[src/rtl/rf_tx_regbank_mc_pkg.sv]
// rf_tx_pkg: shared register map constants and channel FSM state type for
// the multi-channel RF TX register bank.
//   - channel stride and per-channel register offsets (CTRL / STATUS / DATA)
//   - CTRL and STATUS bit positions
//   - global read-only register addresses and the ID low nibble
package rf_tx_pkg;

    localparam int CH_STRIDE = 16;

    localparam logic [3:0] OFF_CTRL   = 4'd0;
    localparam logic [3:0] OFF_STATUS = 4'd1;
    localparam logic [3:0] OFF_DATA   = 4'd2;

    localparam int CTRL_START  = 0;
    localparam int CTRL_MODE   = 1;
    localparam int CTRL_PD     = 2;
    localparam int CTRL_IRQ_EN = 3;

    localparam int ST_BUSY     = 0;
    localparam int ST_DONE     = 1;
    localparam int ST_OVERRUN  = 2;
    localparam int ST_TIMEOUT  = 3;

    localparam int ADDR_ID  = 'hF0;
    localparam int ADDR_IRQ = 'hF1;

    localparam logic [3:0] ID_LO = 4'h2;

    typedef enum logic {
        CH_IDLE = 1'b0,
        CH_BUSY = 1'b1
    } chan_state_e;

endpackage

[src/rtl/rf_tx_chan_ctrl.sv]
// rf_tx_chan_ctrl: one RF TX channel -- CTRL/DATA registers, start/done
// handshake FSM, busy timeout counter, sticky W1C status and payload shadow.
// Ports:
//   clk, resetn                 clock, async active-low reset
//   ctrl_we/status_we/data_we   decoded write strobes for this channel
//   data_idx, wr_data           DATA byte index and write byte
//   rf_tx_done                  done from TX engine (ignored when idle)
//   rf_tx_start/mode/power_domain, rf_tx_data   engine-facing outputs
//   data_rd, ctrl_rd, stat_rd   readback values for the top-level mux
//   irq_pend                    (done|timeout) & irq_en
//
// state   | meaning
// CH_IDLE | waiting for a CTRL write with start=1
// CH_BUSY | start held high, waiting for done or timeout
module rf_tx_chan_ctrl
    import rf_tx_pkg::*;
#(
    parameter int TX_DATA_W = 32,
    parameter int TIMEOUT   = 255
) (
    input  logic                 clk,
    input  logic                 resetn,
    input  logic                 ctrl_we,
    input  logic                 status_we,
    input  logic                 data_we,
    input  logic [3:0]           data_idx,
    input  logic [7:0]           wr_data,
    input  logic                 rf_tx_done,
    output logic                 rf_tx_start,
    output logic                 rf_tx_mode,
    output logic                 rf_power_domain,
    output logic [TX_DATA_W-1:0] rf_tx_data,
    output logic [TX_DATA_W-1:0] data_rd,
    output logic [7:0]           ctrl_rd,
    output logic [7:0]           stat_rd,
    output logic                 irq_pend
);
    localparam int NB    = TX_DATA_W / 8;
    localparam int CNT_W = (TIMEOUT > 0) ? $clog2(TIMEOUT + 1) : 1;
    localparam logic [CNT_W:0] TO_LIMIT = (CNT_W + 1)'(TIMEOUT);

    chan_state_e          state_q, state_d;
    logic [CNT_W-1:0]     cnt_q, cnt_d;
    logic [TX_DATA_W-1:0] data_q, shadow_q, shadow_d;
    logic                 mode_q, pd_q, ien_q;
    logic                 done_q, done_d, ovr_q, ovr_d, to_q, to_d;
    logic                 start_req, to_hit;

    assign start_req = ctrl_we && wr_data[CTRL_START];
    // Fires on the last allowed busy cycle, so BUSY lasts exactly TIMEOUT cycles.
    assign to_hit    = (TIMEOUT != 0) && (({1'b0, cnt_q} + (CNT_W + 1)'(1)) == TO_LIMIT);

    always_comb begin
        state_d  = state_q;
        cnt_d    = cnt_q;
        shadow_d = shadow_q;
        done_d   = done_q;
        ovr_d    = ovr_q;
        to_d     = to_q;
        // Clears first so a same-cycle hardware set overrides the W1C.
        if (status_we) begin
            done_d = done_q & ~wr_data[ST_DONE];
            ovr_d  = ovr_q  & ~wr_data[ST_OVERRUN];
            to_d   = to_q   & ~wr_data[ST_TIMEOUT];
        end
        case (state_q)
            CH_IDLE: begin
                if (start_req) begin
                    state_d  = CH_BUSY;
                    cnt_d    = '0;
                    shadow_d = data_q;
                end
            end
            CH_BUSY: begin
                if (cnt_q != '1) cnt_d = cnt_q + CNT_W'(1);
                if (start_req) ovr_d = 1'b1;
                if (rf_tx_done) begin
                    state_d = CH_IDLE;
                    done_d  = 1'b1;
                end else if (to_hit) begin
                    state_d = CH_IDLE;
                    to_d    = 1'b1;
                end
            end
            default: state_d = CH_IDLE;
        endcase
    end

    always_ff @(posedge clk or negedge resetn) begin
        if (!resetn) begin
            state_q  <= CH_IDLE;
            cnt_q    <= '0;
            shadow_q <= '0;
            done_q   <= 1'b0;
            ovr_q    <= 1'b0;
            to_q     <= 1'b0;
            mode_q   <= 1'b0;
            pd_q     <= 1'b0;
            ien_q    <= 1'b0;
            data_q   <= '0;
        end else begin
            state_q  <= state_d;
            cnt_q    <= cnt_d;
            shadow_q <= shadow_d;
            done_q   <= done_d;
            ovr_q    <= ovr_d;
            to_q     <= to_d;
            if (ctrl_we) begin
                mode_q <= wr_data[CTRL_MODE];
                pd_q   <= wr_data[CTRL_PD];
                ien_q  <= wr_data[CTRL_IRQ_EN];
            end
            for (int b = 0; b < NB; b++) begin
                if (data_we && (data_idx == 4'(b))) data_q[b*8 +: 8] <= wr_data;
            end
        end
    end

    assign rf_tx_start     = (state_q == CH_BUSY);
    assign rf_tx_mode      = mode_q;
    assign rf_power_domain = pd_q;
    assign rf_tx_data      = shadow_q;
    assign data_rd         = data_q;
    assign ctrl_rd         = {4'b0000, ien_q, pd_q, mode_q, 1'b0};
    assign stat_rd         = {4'b0000, to_q, ovr_q, done_q, rf_tx_start};
    assign irq_pend        = (done_q | to_q) & ien_q;

endmodule

[src/rtl/rf_tx_regbank_mc.sv]
// rf_tx_regbank_mc: byte-wide SPI-side register bank for N_CH RF TX channels.
// Decodes the register address, muxes read data, pulses write_flag after a
// mapped write and ORs per-channel interrupt requests into irq.
// Ports:
//   clk, resetn                      SPI clock, async active-low reset
//   write_enable, address, wr_data   register write port
//   rd_data                          combinational read data
//   rf_tx_start/mode/power_domain    per-channel controls (one bit each)
//   rf_tx_data                       shadow payloads, channel 0 in LSBs
//   rf_tx_done                       per-channel done from TX engines
//   write_flag                       one-cycle pulse after a mapped write
//   irq                              combined interrupt
module rf_tx_regbank_mc
    import rf_tx_pkg::*;
#(
    parameter int N_CH      = 4,
    parameter int TX_DATA_W = 32,
    parameter int ADDR_W    = 8,
    parameter int TIMEOUT   = 255
) (
    input  logic                      clk,
    input  logic                      resetn,
    input  logic                      write_enable,
    input  logic [ADDR_W-1:0]         address,
    input  logic [7:0]                wr_data,
    output logic [7:0]                rd_data,
    output logic [N_CH-1:0]           rf_tx_start,
    output logic [N_CH-1:0]           rf_tx_mode,
    output logic [N_CH-1:0]           rf_power_domain,
    output logic [N_CH*TX_DATA_W-1:0] rf_tx_data,
    input  logic [N_CH-1:0]           rf_tx_done,
    output logic                      write_flag,
    output logic                      irq
);
    localparam int NB       = TX_DATA_W / 8;
    localparam int CH_SHIFT = $clog2(CH_STRIDE);

    logic [ADDR_W-CH_SHIFT-1:0] ch_idx;
    logic [3:0]                 off, data_idx;
    logic                       chan_ok, is_ctrl, is_stat, is_data, is_id, is_irq, mapped;
    logic [N_CH-1:0]            ch_hit, irq_pend;
    logic [7:0]                 ctrl_rd [N_CH];
    logic [7:0]                 stat_rd [N_CH];
    logic [TX_DATA_W-1:0]       data_rd [N_CH];
    logic                       write_flag_q;

    assign ch_idx   = address[ADDR_W-1:CH_SHIFT];
    assign off      = address[CH_SHIFT-1:0];
    assign chan_ok  = (int'(ch_idx) < N_CH);
    assign is_ctrl  = (off == OFF_CTRL);
    assign is_stat  = (off == OFF_STATUS);
    assign is_data  = (int'(off) >= int'(OFF_DATA)) && (int'(off) < int'(OFF_DATA) + NB);
    assign data_idx = off - OFF_DATA;
    assign is_id    = (address == ADDR_W'(ADDR_ID));
    assign is_irq   = (address == ADDR_W'(ADDR_IRQ));
    assign mapped   = (chan_ok && (is_ctrl || is_stat || is_data)) || is_id || is_irq;

    for (genvar c = 0; c < N_CH; c++) begin : g_chan
        assign ch_hit[c] = chan_ok && (int'(ch_idx) == c);

        rf_tx_chan_ctrl #(
            .TX_DATA_W (TX_DATA_W),
            .TIMEOUT   (TIMEOUT)
        ) u_chan (
            .clk             (clk),
            .resetn          (resetn),
            .ctrl_we         (write_enable && ch_hit[c] && is_ctrl),
            .status_we       (write_enable && ch_hit[c] && is_stat),
            .data_we         (write_enable && ch_hit[c] && is_data),
            .data_idx        (data_idx),
            .wr_data         (wr_data),
            .rf_tx_done      (rf_tx_done[c]),
            .rf_tx_start     (rf_tx_start[c]),
            .rf_tx_mode      (rf_tx_mode[c]),
            .rf_power_domain (rf_power_domain[c]),
            .rf_tx_data      (rf_tx_data[c*TX_DATA_W +: TX_DATA_W]),
            .data_rd         (data_rd[c]),
            .ctrl_rd         (ctrl_rd[c]),
            .stat_rd         (stat_rd[c]),
            .irq_pend        (irq_pend[c])
        );
    end

    always_comb begin
        rd_data = 8'h00;
        for (int c = 0; c < N_CH; c++) begin
            if (ch_hit[c]) begin
                if (is_ctrl) begin
                    rd_data = ctrl_rd[c];
                end else if (is_stat) begin
                    rd_data = stat_rd[c];
                end else begin
                    for (int b = 0; b < NB; b++) begin
                        if (is_data && (data_idx == 4'(b))) rd_data = data_rd[c][b*8 +: 8];
                    end
                end
            end
        end
        if (is_id) begin
            rd_data = {4'(N_CH), ID_LO};
        end else if (is_irq) begin
            rd_data = 8'(irq_pend);
        end
    end

    always_ff @(posedge clk or negedge resetn) begin
        if (!resetn) begin
            write_flag_q <= 1'b0;
        end else begin
            write_flag_q <= write_enable && mapped;
        end
    end

    assign write_flag = write_flag_q;
    assign irq        = |irq_pend;

endmodule

[config.mk]
export PLATFORM = sky130hd
export DESIGN_NAME = rf_tx_regbank_mc
export DESIGN_NICKNAME = d
export VERILOG_FILES = /design/src/rtl/rf_tx_regbank_mc_pkg.sv /design/src/rtl/rf_tx_chan_ctrl.sv /design/src/rtl/rf_tx_regbank_mc.sv
export SDC_FILE = /design/constraint.sdc
export NUM_CORES = 1
export LEC_CHECK = 0
export ABC_CLOCK_PERIOD_IN_PS = 4100
export BUFFER_PORTS_ARGS = -buffer_cell sky130_fd_sc_hd__buf_2
export CORE_MARGIN = 2
export CORE_UTILIZATION = 35
export CTS_CLUSTER_DIAMETER = 40
export DETAILED_ROUTE_END_ITERATION = 6
export PLACE_DENSITY = 0.57
export SLEW_MARGIN = 20
export SYNTH_ARGS = -nofsm -noshare
export SYNTH_HDL_FRONTEND = slang
export SYNTH_SLANG_ARGS = --single-unit
[constraint.sdc]
create_clock -name clk -period 4.1 [get_ports clk]
set_input_delay 0.82 -clock clk [delete_from_list [all_inputs] [get_ports clk]]
set_output_delay 0.82 -clock clk [all_outputs]
set_load 0.02 [all_outputs]
# [After elaboration in Yosys (flattened, before gate mapping)]
# Index checks and enable logic that the tools add are counted.
[classes] add_sub_neg=9 multipliers=0 div=0 order_cmp=3 n_eq_ne=25 shift=0 muxes=98 n_bitwise=27 reduce_logical=63
[op_table] cell="$mux W8" n=38
[op_table] cell="$pmux W8 S2" n=4
[op_table] cell="$mux W1" n=52
[op_table] cell="$logic_and A1 B1 Y1" n=47
[op_table] cell="$add A8 B1 Y9 const B" n=4
[op_table] cell="$eq A9 B8 Y1 const B" n=4
[op_table] cell="$add A8 B1 Y8 const B" n=4
[op_table] cell="$ne A8 B8 Y1 const B" n=4
[op_table] cell="$and A1 B1 Y1" n=16
[op_table] cell="$eq A8 B8 Y1 const B" n=2
[op_table] cell="$reduce_and A2 Y1" n=8
[op_table] cell="$eq A4 B2 Y1 const B" n=3
[op_table] cell="$logic_not A4 Y1" n=3
[op_table] cell="$eq A4 B1 Y1 const B" n=2
[op_table] cell="$eq A4 B3 Y1 const B" n=2
[op_table] cell="$lt A4 B3 Y1 const B" n=2
[op_table] cell="$ne A2 B1 Y1 const B" n=4
[op_table] cell="$ne A2 B2 Y1 const B" n=4
[op_table] cell="$pmux W1 S2" n=4
[op_table] cell="$not A1 Y1" n=7
[op_table] cell="$ge A4 B2 Y1 const B" n=1
[op_table] cell="$logic_or A1 B1 Y1" n=4
[op_table] cell="$or A1 B1 Y1" n=4
[op_table] cell="$reduce_or A4 Y1" n=1
[op_table] cell="$sub A4 B2 Y4 const B" n=1
[totals] reg_bits=317 latchBits=0 ramBits=0 romBits=0 in_bits=23 memories=0

# [Logic depth before layout (Yosys ltp)]
[logic_depth] depth_word=33 depth_mapped=11 ltp_nobuf=8

# [Cells and area by module]
# A second synthesis with hierarchy kept.
[unflattened] hier_cells=1268 area_unflattened_um2=15503.6
[modules_own_cells] mod="rf_tx_chan_ctrl" n_inst=4 cells_each=228 area_per_inst_um2=3305.7 seq_area_each_um2=1976.9
[modules_own_cells] mod="rf_tx_regbank_mc" n_inst=1 cells_each=356 area_per_inst_um2=2280.9 seq_area_each_um2=25.0

# [Worst setup path before layout]
# OpenSTA, ideal clock, no wires.
[synth_path] path_kind="input to output" from="input port address[2]" to="output port rd_data[3]" arrival_ns=3.154 t_required_ns=3.280 setup_slack_ns=0.126 cell_stages=9 path_cell_list="buf_6 inv_1 ha_1 or4b_4 or3_1 buf_2 a31oi_1 o21ai_0 a222oi_1"
[synth_via] elab_chain_len=33 elab_cells_between_ends=46 classes_between="add/sub (1); order compare (2); eq/ne (6); mux (30); reduce/logical (7)"
[synth_lines] item="start: declaration" line="rf_tx_regbank_mc.sv:24" text="input logic [ADDR_W-1:0] address,"
[synth_lines] item="$sub A4 B2 Y4 (tied with other cells)" line="rf_tx_regbank_mc.sv:53" text="assign data_idx = off - OFF_DATA;"
[synth_lines] item="$logic_not A4 Y1 / $logic_and A1 B1 Y1 (equally long branches)" line="rf_tx_regbank_mc.sv:94, rf_tx_regbank_mc.sv:52"
[synth_lines] item="$logic_and A1 B1 Y1" line="rf_tx_regbank_mc.sv:94" text="if (is_data && (data_idx == 4'(b))) rd_data = data_rd[c][b*8 +: 8];"
[synth_lines] item="$mux W8 (4 in series)" line="rf_tx_regbank_mc.sv:94"
[synth_lines] item="$mux W8" line="rf_tx_regbank_mc.sv:90" text="end else if (is_stat) begin"
[synth_lines] item="$mux W8" line="rf_tx_regbank_mc.sv:88" text="if (is_ctrl) begin"
[synth_lines] item="$mux W8" line="rf_tx_regbank_mc.sv:87" text="if (ch_hit[c]) begin"
[synth_lines] item="$mux W8 (4 in series)" line="rf_tx_regbank_mc.sv:94"
[synth_lines] item="[8 not listed]"
[synth_lines] item="$mux W8" line="rf_tx_regbank_mc.sv:88"
[synth_lines] item="$mux W8" line="rf_tx_regbank_mc.sv:87"
[synth_lines] item="$mux W8 (4 in series)" line="rf_tx_regbank_mc.sv:94"
[synth_lines] item="$mux W8" line="rf_tx_regbank_mc.sv:90"
[synth_lines] item="$mux W8" line="rf_tx_regbank_mc.sv:88"
[synth_lines] item="$mux W8" line="rf_tx_regbank_mc.sv:87"
[synth_lines] item="$mux W8" line="rf_tx_regbank_mc.sv:101" text="end else if (is_irq) begin"
[synth_lines] item="$mux W8 *" line="rf_tx_regbank_mc.sv:99" text="if (is_id) begin"
[synth_lines] item="end: declaration" line="rf_tx_regbank_mc.sv:26" text="output logic [7:0] rd_data,"
# Every way passes the cells marked *; elsewhere a longest branch is shown, timed or not.

# [Worst setup path after layout]
[layout_path] from="input port address[1]" to="output port rd_data[3]"
# The elaborated chain is that of the path after synthesis.

==> metrics.yaml <==
status: "completed"
p_per_area_nw_per_um2: 447
finClkSkew_ns: 0.0429
synthArstFlopShare: 1.00
synthTopCellsByCount: "dfrtp_1 (317), mux2_2 (232), nand2_1 (89), o21ai_0 (76), mux2_4 (44)"
rows: 74
worst_skew_pair.late_latency_ns: 0.60
dr.pass1.iters: 7
hold_buffers: 0
htree_levels: 2
startpoint_type: "primary input"
path_max_fanout: 5
ff2ff_setup_slack_ns: 1.83
vias_per_cell: 5.34
die_h_um: 208
setup_violations: 0
drc: 0
synth_edf_count: 0
ys_types: 68
clock-root-buffer: "clkbuf_16"
crit_path_end_kind: "primary output"
r2r_start: "g_chan[0].u_chan.cnt_q[0]"
critPathTopFamily: "simple AND/OR/NAND/NOR gates"
antenna_found_initial: 2
hpwl_um: 31200
tightest_slew_ns: 0.736
cpPeakStageDelay_ns: 0.51
grt_pass1_wl_um: 66000
setup_ws_ns: 0.0262
totalWireLength_um: 43600
ys_seq_elements: 317
hold_path_class: "in -> async"
final_cells: 1941
peakVddDrop_mv: 0.302
nets: 1400
ys_warn_count: 0
worstPathArrival_ns: 3.25
ys_seq_area_frac: 0.543
routedWlPerCell_um: 22.4
synth.top_cells.by_area: "dfrtp_1 (54%), mux2_2 (18%), mux2_4 (4.5%), o21ai_0 (2.6%), nand2_1 (2.3%)"
drt-initial-drc-count: 838
rsz0062_at_grt: "yes"
reg2reg_depth: 7
synthCells: 1151
finalCritPeriodShare: 0.994
vias: 10359
yosys.area.top_type: "dfrtp_1"
slew_headroom: 0.497
fp.dieW_um: 208
track_usage: 0.200
post-place-ws_ns: -0.0130
maxSlewViolCount: 0
cts_buffers: 51
cap_violations: 0
critPathSlowestCell: "or4b_4"
cts_sinks: 317
start_util: 0.356
max-clock-path-buffers: 3
path_cells: "buf_6 -> inv_4 -> ha_4 -> or4b_4 -> buf_6 -> nor3_4 -> buf_6 -> buf_12 -> a221oi_2 -> nor2_1 -> a31oi_1 -> a222oi_1 -> buf_4 -> buf_6"
synth_most_common_cell: "dfrtp_1"
crit_buf_inv: 7
drive_gt1_frac: 0.458
syn_area_per_cell_um2: 12.7
placedCellCount: 1839
tritoncts: "built"
fmax_ghz: 0.245
synth_flop_cell: "dfrtp_1"
path_common_cell: "buf_6"
grt_start_max_net_pins: 83
fp.dieArea_um2: 43400
drtAntennaViolNets: 0
portBuffers: 172
ios: 173
fin_hold_ws_ns: 0.213
synth_top_area_share: 0.543
syn_area_um2: 14600
fin_crit_ns: 4.07
gp_congestion: 0.869
worstPathRequired_ns: 3.28
grt_overflow: 0
fin_util: 0.443
crit-reg2reg-capture: "g_chan[0].u_chan.cnt_q[6]"
power_leakage_nw: 9.12
syn-num-nets: 1184
core_area_um2: 41000
hold_viol_final: 0
crit_type: "in -> out"
grt_pass1_vias: 10589
path_clk_slew_ns: 0.06
syn_to_final_growth_pct: 24.4
==> placed cells by master, fill, tap and decap left out, types with 17 or more instances in the layout <==
cell type	count
clkbuf_16	54
buf_4	55
o21ai_0	73
buf_2	165
mux2_4	44
mux2_2	232
mux2i_1	17
dfrtp_1	317
nand2_1	89
a21oi_1	35
nor2_1	35
nand3_1	25
==> per-stage QoR <==
step	power [mW]	TNS (ns)	area, um2
finish	8.12	0	18200
global route	8.42	-0.0463	18200
CTS	8.19	-0.00945	18000
detailed placement	3.79	-0.0206	16200
global placement	3.79	0	16200
floorplan	3.58	0	14600
==> area by class of cell <==
class | instances | area (um2)
inverters | 9 | 38.8
clock inverters | 34 | 413
clock buffers | 60 | 1340
multi-input cells | 753 | 6310
diodes | 1 | 2.50
fillers | 3770 | 22800
flip-flops and latches | 317 | 7930
well taps | 532 | 666
repair buffers | 235 | 1470
==> report_power, final <==
group,leakage (nW),internal [mW],switching [mW]
sequential,4.26,3.20,0.0865
combinational,4.01,0.175,0.293
clock,0.847,2.71,1.66
==> flip-flops by register name, summed over array words and instances (netlist names) <==
register	count
g_chan.u_chan.ien_q	4
write_flag	1
g_chan.u_chan.done_q	4
g_chan.u_chan.rf_power_domain	4
g_chan.u_chan.to_q	4
g_chan.u_chan.rf_tx_start	4
g_chan.u_chan.rf_tx_data	128
g_chan.u_chan.cnt_q	32
g_chan.u_chan.ovr_q	4
g_chan.u_chan.rf_tx_mode	4
g_chan.u_chan.data_rd	128
==> worst reg2reg max path, cell delays in order, from the launching register on <==
cell and delay, ns:
dfrtp_1 0.43, ha_1 0.29, and3_1 0.26, nand3_1 0.12, o21ai_1 0.51, and2_1 0.33, a21oi_1 0.08, mux2i_1 0.17
==> routing by layer <==
metal	part of all wire	global-route usage
met4	0.026	0.0677
met5	0.00028	0
met3	0.055	0.0373
met2	0.46	0.311
met1	0.46	0.280
==> repair_timing <==
item                                    4_1_cts  5_1_grt
endpoints found under the setup margin        2        5
gates resized for setup                       2       30
pin swaps                                     0       11
endpoints found under the hold margin         0        0
cloned                                        0        2
buffers inserted                              0        6
==> logic make-up after synthesis <==
logic type	count (synthesis)	synth area share
mux	294	0.236
xor+xnor	9	0.00539
buf+inv	81	0.0318
simple gates	248	0.0926
fa+ha+maj	10	0.00856
flops	317	0.543
compound gates	192	0.0826
==> how the worst max path moves through the flow <==
stage                           from         end  slack [ns]  cells past startpoint
after floorplan           address[2]  rd_data[3]        0.13                      9
after global placement    address[1]  rd_data[2]        0.01                     12
after detailed placement  address[2]  rd_data[2]       -0.01                     12
after CTS                 address[2]  rd_data[3]      -0.009                     12
after global routing      address[1]  rd_data[3]       -0.04                     14
final                     address[1]  rd_data[3]        0.03                     14
Note: power is estimated with default switching activity, not from simulation.
